**config.mk**
```make
export PLATFORM = sky130hd
export DESIGN_NAME = sprite_line_scheduler
export DESIGN_NICKNAME = d
export VERILOG_FILES = /design/src/rtl/sprite_line_scheduler.sv
export SDC_FILE = /design/constraint.sdc
export NUM_CORES = 1
export LEC_CHECK = 0
export CORE_MARGIN = 2
export CORE_UTILIZATION = 40
export CTS_CLUSTER_DIAMETER = 30
export DETAILED_ROUTE_END_ITERATION = 10
export MAX_ROUTING_LAYER = met4
export PLACE_DENSITY_LB_ADDON = 0.08
export SETUP_SLACK_MARGIN = 0.3
export SKIP_CTS_REPAIR_TIMING = 1
export SLEW_MARGIN = 20
export SYNTH_ARGS = -nofsm -noshare
export SYNTH_HDL_FRONTEND = slang
export SYNTH_SLANG_ARGS = --single-unit
```
**constraint.sdc**
```tcl
create_clock -name clk -period 2.4 [get_ports clk]
set_input_delay 0.48 -clock clk [delete_from_list [all_inputs] [get_ports clk]]
set_output_delay 0.48 -clock clk [all_outputs]
set_load 0.01 [all_outputs]
```
**src/rtl/sprite_line_scheduler.sv**
```systemverilog
// rtl/sprite_line_scheduler.sv - per-scanline sprite selection and drawer job sequencing
module sprite_line_scheduler #(
  parameter int NUM_SPRITES  = 32,
  parameter int SPRITE_H     = 16,
  parameter int MAX_PER_LINE = 16,
  localparam int IW          = $clog2(NUM_SPRITES)
) (
  input  logic          clk,
  input  logic          reset,
  input  logic          line_start,
  input  logic [9:0]    line_y,
  output logic [IW-1:0] attr_addr,
  input  logic [31:0]   attr_q,
  output logic          drw_start,
  output logic [9:0]    drw_col_base,
  output logic          drw_flip,
  output logic [7:0]    drw_frame_id,
  output logic [3:0]    drw_row_off,
  input  logic          drw_done,
  output logic          busy,
  output logic          line_done,
  output logic          overflow
);

  localparam int CW = $clog2(MAX_PER_LINE + 1);

  localparam logic [IW-1:0] LAST_IDX   = IW'(NUM_SPRITES - 1);
  localparam logic [9:0]    SPRITE_H_W = 10'(SPRITE_H);
  localparam logic [CW-1:0] MAX_CNT    = CW'(MAX_PER_LINE);

  localparam logic [2:0] S_IDLE  = 3'd0;
  localparam logic [2:0] S_FETCH = 3'd1;
  localparam logic [2:0] S_EVAL  = 3'd2;
  localparam logic [2:0] S_START = 3'd3;
  localparam logic [2:0] S_WAIT  = 3'd4;
  localparam logic [2:0] S_FIN   = 3'd5;

  logic [2:0]    state;
  logic [9:0]    ly;
  logic [CW-1:0] count;
  logic [9:0]    dy;
  logic          hit;
  logic          cap_reached;
  logic          last_entry;
  logic          unused_attr_bits;

  // Modular row distance lets a sprite near y=1023 wrap onto the top lines.
  assign dy          = ly - attr_q[19:10];
  assign hit         = attr_q[31] && (dy < SPRITE_H_W);
  assign cap_reached = (count >= MAX_CNT);
  assign last_entry  = (attr_addr == LAST_IDX);

  // Reserved attribute bits carry no meaning for the scheduler.
  assign unused_attr_bits = ^attr_q[1:0];

  // Scan FSM: fetch/evaluate each entry, hand hits to the drawer one at a time.
  always_ff @(posedge clk) begin
    if (reset) begin
      state        <= S_IDLE;
      ly           <= '0;
      count        <= '0;
      attr_addr    <= '0;
      drw_start    <= 1'b0;
      drw_col_base <= '0;
      drw_flip     <= 1'b0;
      drw_frame_id <= '0;
      drw_row_off  <= '0;
      busy         <= 1'b0;
      line_done    <= 1'b0;
      overflow     <= 1'b0;
    end else begin
      drw_start <= 1'b0;
      line_done <= 1'b0;
      case (state)
        S_IDLE: begin
          if (line_start) begin
            ly        <= line_y;
            attr_addr <= '0;
            count     <= '0;
            overflow  <= 1'b0;
            busy      <= 1'b1;
            state     <= S_FETCH;
          end
        end
        S_FETCH: begin
          state <= S_EVAL;
        end
        S_EVAL: begin
          if (hit && !cap_reached) begin
            drw_col_base <= attr_q[29:20];
            drw_flip     <= attr_q[30];
            drw_frame_id <= attr_q[9:2];
            drw_row_off  <= dy[3:0];
            count        <= count + CW'(1);
            drw_start    <= 1'b1;
            state        <= S_START;
          end else begin
            if (hit) begin
              overflow <= 1'b1;
            end
            if (last_entry) begin
              line_done <= 1'b1;
              state     <= S_FIN;
            end else begin
              attr_addr <= attr_addr + IW'(1);
              state     <= S_FETCH;
            end
          end
        end
        S_START: begin
          state <= S_WAIT;
        end
        S_WAIT: begin
          if (drw_done) begin
            if (last_entry) begin
              line_done <= 1'b1;
              state     <= S_FIN;
            end else begin
              attr_addr <= attr_addr + IW'(1);
              state     <= S_FETCH;
            end
          end
        end
        S_FIN: begin
          busy  <= 1'b0;
          state <= S_IDLE;
        end
        default: begin
          state <= S_IDLE;
        end
      endcase
    end
  end

endmodule

```
==> metrics.md <==
| Metric | Value |
|---|---|
| Most frequent cell on the critical path | `inv_2` |
| Synth async-reset ratio | `0` |
| Outcome | `complete, but fails checks` |
| Reg2reg end | `count[3]` |
| Post-synthesis sequential area ratio | `0.382` |
| CP required | `2600 ps` |
| Initial core utilization | `0.412` |
| TritonRoute pass-1 iters | `4` |
| Die width | `84.9 um` |
| Crit-path leading delay family | `compound AO/OA/AOI/OAI gates` |
| Gate power share | `0.223` |
| Vias in the first global route | `2,329` |
| Worst setup margin | `-178 ps` |
| Placer Congestion | `0.803` |
| H-tree Lvls | `2` |
| Multi-input gate area | `0.00168 mm2` |
| Final hold vios | `0` |
| CP max FO | `6` |
| Number of flops mapped to enable cells by yosys | `0` |
| Critical Path Source Type | `flip-flop` |
| Top cell type's share of synthesized area | `0.382` |
| Clock share of power | `0.329` |
| Worst Setup End Kind | `flip-flop` |
| Reg power frac | `0.448` |
| Placed cell area | `0.00363 mm2` |
| Largest net degree at the start of global routing | `33` |
| Fill count | `558` |
| Pre-CTS setup slack | `-777 ps` |
| CP max stage cell | `fa_2` |
| Max-slew violations | `0` |
| Clock period minus worst slack | `2580 ps` |
| Internal power | `0.00140 W` |
| Main synth FF type | `dfxtp_1` |
| Synthesis-to-layout area growth | `54.8%` |
| Diode count | `0` |
| Max-cap violations | `0` |
| Final instance area | `0.00406 mm2` |
| Core area | `0.00635 mm2` |
| Slew HR | `0.571` |
| Root Buffer | `clkbuf_8` |
| IR Drop Worst-Case VDD | `0.000367 V` |
| Largest area contributor in the netlist | `dfxtp_1` |
| Proportion of layout cells with a drive suffix above 1 | `0.232` |
| Synth cell types | `50` |
| Global Route Usage Sum | `0.181` |
| Overflow after GRT | `0` |
| Pwr dens | `474 mW/mm2` |
| CP cell instances | `inv_2 > ha_4 > inv_2 > fa_2 > a21o_1 > buf_4 > a211oi_2 > o22a_2 > and4_4 > clkbuf_16 > nand4_1 > mux2i_1` |
| Ports | `78` |
| Setup crit end | `count[3]` |
| Failing checks | `negative setup slack` |
| Chip height | `84.9 um` |
| Cells after Synth | `303` |
| DRC violations left | `0` |
| Worst Hold Margin | `471 ps` |
| Arrival @ worst endpoint | `2780 ps` |
| Syn nets | `362` |
| TritonCTS clock tree | `built` |
| Placed instance count | `471` |
| Syn Area/Cell | `8.64 um2` |
| Max frequency | `388 MHz` |
| Cell leakage power | `1.58 nW` |
| FP Rows | `29` |
| Hold path cells | `2` |
| Final #Nets | `467` |
| R2R Setup Slk | `-180 ps` |
| Sw Share | `0.273` |
| Mapped Area | `0.00262 mm2` |
| Worst setup path startpoint | `ly[0]` |
| Total wire length | `6.82 mm` |
| Clk_skew | `6.21 ps` |
| PortBufs | `75` |
| Total CTS buffers | `5` |
| Net switching power | `0.000525 W` |
| Actual slew at the worst max-slew pin | `644 ps` |
| Clk sinks | `50` |
| Initial antenna violation count | `0` |
| CP bufs+invs | `4` |
| Crit share post-route | `1.07` |
| RSZ-0062 raised after global routing | `true` |
| Antenna Nets Post-Route | `0` |
| Die area | `0.00721 mm2` |
| Synthesis-stage register bit count | `50` |
| Top post-synthesis cells by area | `dfxtp_1, mux2i_1, nor2_1` |
| WS Path Type | `flip-flop to flip-flop` |
| CP max stage delay | `360 ps` |
| Finished Layout Cells | `486` |
| FF+latch area | `0.00100 mm2` |
| DRT iter0 DRCs | `115` |
| Number of vias per cell | `5.10` |
| R2r startpoint | `ly[0]` |
| CTS Buffer Depth | `2` |
| Clk slew on worst S/H paths | `100 ps` |
| Post-Route Setup TNS | `-4080 ps` |
| Crit. path cell count | `12` |
| DP HPWL | `4.61 mm` |
| Drt wl/cell | `14.0 um` |
| Worst hold path type | `flip-flop to flip-flop` |
| First-pass GRT wire length | `10.4 mm` |
| Synth warnings | `0` |
| Final setup vio count | `36` |
| R2R cell count | `12` |
| Clk_lat worst skew | `310 ps` |
| Via count | `2,481` |
[state kept, by name, indices dropped and copies added (netlist names), 3 cells and up]
signal,flops
drw_col_base,10
state,3
drw_row_off,4
drw_frame_id,8
ly,10
count,5
attr_addr,5
[final cells by class]
type                    count  area share
clock buffers               5      0.0170
well taps                  77      0.0238
repair buffers            111       0.270
inverters                  16      0.0148
clock inverters             3      0.0120
multi-input cells         224       0.415
flip-flops and latches     50       0.247
[kinds of logic after synthesis]
logic type      after synthesis  synth area share
simple gates                117             0.207
compound gates               62             0.156
flops                        50             0.382
buf+inv                      30            0.0712
mux                          25            0.0960
fa+ha+maj                    13            0.0650
xor+xnor                      6            0.0229
[placed cells by master, fill, tap and decap left out, types with 2 or more instances in the layout]
master            n
clkbuf_16         2
nand3_4           2
buf_6             3
nand3_1           4
ha_4              8
a211oi_2          2
a21oi_1          22
o21ai_1           3
a21o_1            3
or3_1             3
dlymetal6s2s_1    8
nand4_1           4
o21a_1            5
ha_1              4
nand4b_1          2
dfxtp_1          49
xnor2_1           2
clkbuf_8          5
buf_4            30
o21ai_0           5
a211oi_1          2
mux2i_1          24
inv_1             7
nor3_1            6
nor2_1           42
inv_2             9
nand2b_1          7
a21oi_2           4
o21ai_2           4
clkdlybuf4s50_1  66
xor2_1            3
nor3_2            3
nand2_1          31
[power groups by stage]
stage	Combinational, W	Clock, W	Sequential, W
finish	0.000428	0.000632	0.000862
global route	0.000467	0.000684	0.000865
CTS	0.000363	0.000651	0.000859
detailed placement	0.000360	0	0.000878
global placement	0.000360	0	0.000877
floorplan	0.000190	0	0.000878
[metrics by stage]
| step | utilization | power (W) |
|---|---|---|
| final | 0.639 | 0.00192 |
| after global routing | 0.639 | 0.00202 |
| after CTS | 0.590 | 0.00187 |
| after detailed placement | 0.571 | 0.00124 |
| after global placement | 0.571 | 0.00124 |
| after floorplan | - | 0.00107 |
[worst min-delay path, delay by kind of cell (launching register included)]
kind | cells | cell delay [ps]
AO/OA/AOI/OAI | 1 | 50
flip-flops | 1 | 330
AND/OR/NAND/NOR | 1 | 50
[cell usage after synthesis (3+ instances only)]
cell type / count
inv_1: 16
nand3_1: 6
ha_1: 12
buf_12: 4
nand2_1: 31
a21o_1: 3
mux2i_1: 24
dfxtp_1: 50
xor2_1: 3
nand4_1: 4
nand2b_1: 7
nor2_1: 43
nor2b_1: 3
o21a_1: 5
or3_1: 3
a211oi_1: 4
o21ai_0: 9
a21oi_1: 25
nor3_1: 9
clkbuf_1: 8
[layer usage]
| layer | GRT usage | part of all wire |
|---|---|---|
| met1 | 0.226 | 0.45 |
| met2 | 0.301 | 0.50 |
| met3 | 0.0360 | 0.046 |
| met4 | 0.0433 | 0.010 |
| met5 | - | 0 |
[worst min path at each step]
stage	startpoint	endpoint	slack, ps
global placement	ly[0]	ly[0]	450
CTS	ly[2]	ly[2]	470
finish	ly[9]	ly[9]	470
floorplan	ly[0]	ly[0]	440
global route	ly[0]	ly[0]	480
detailed placement	ly[2]	ly[2]	450
Power figures use the tool's default switching activity.
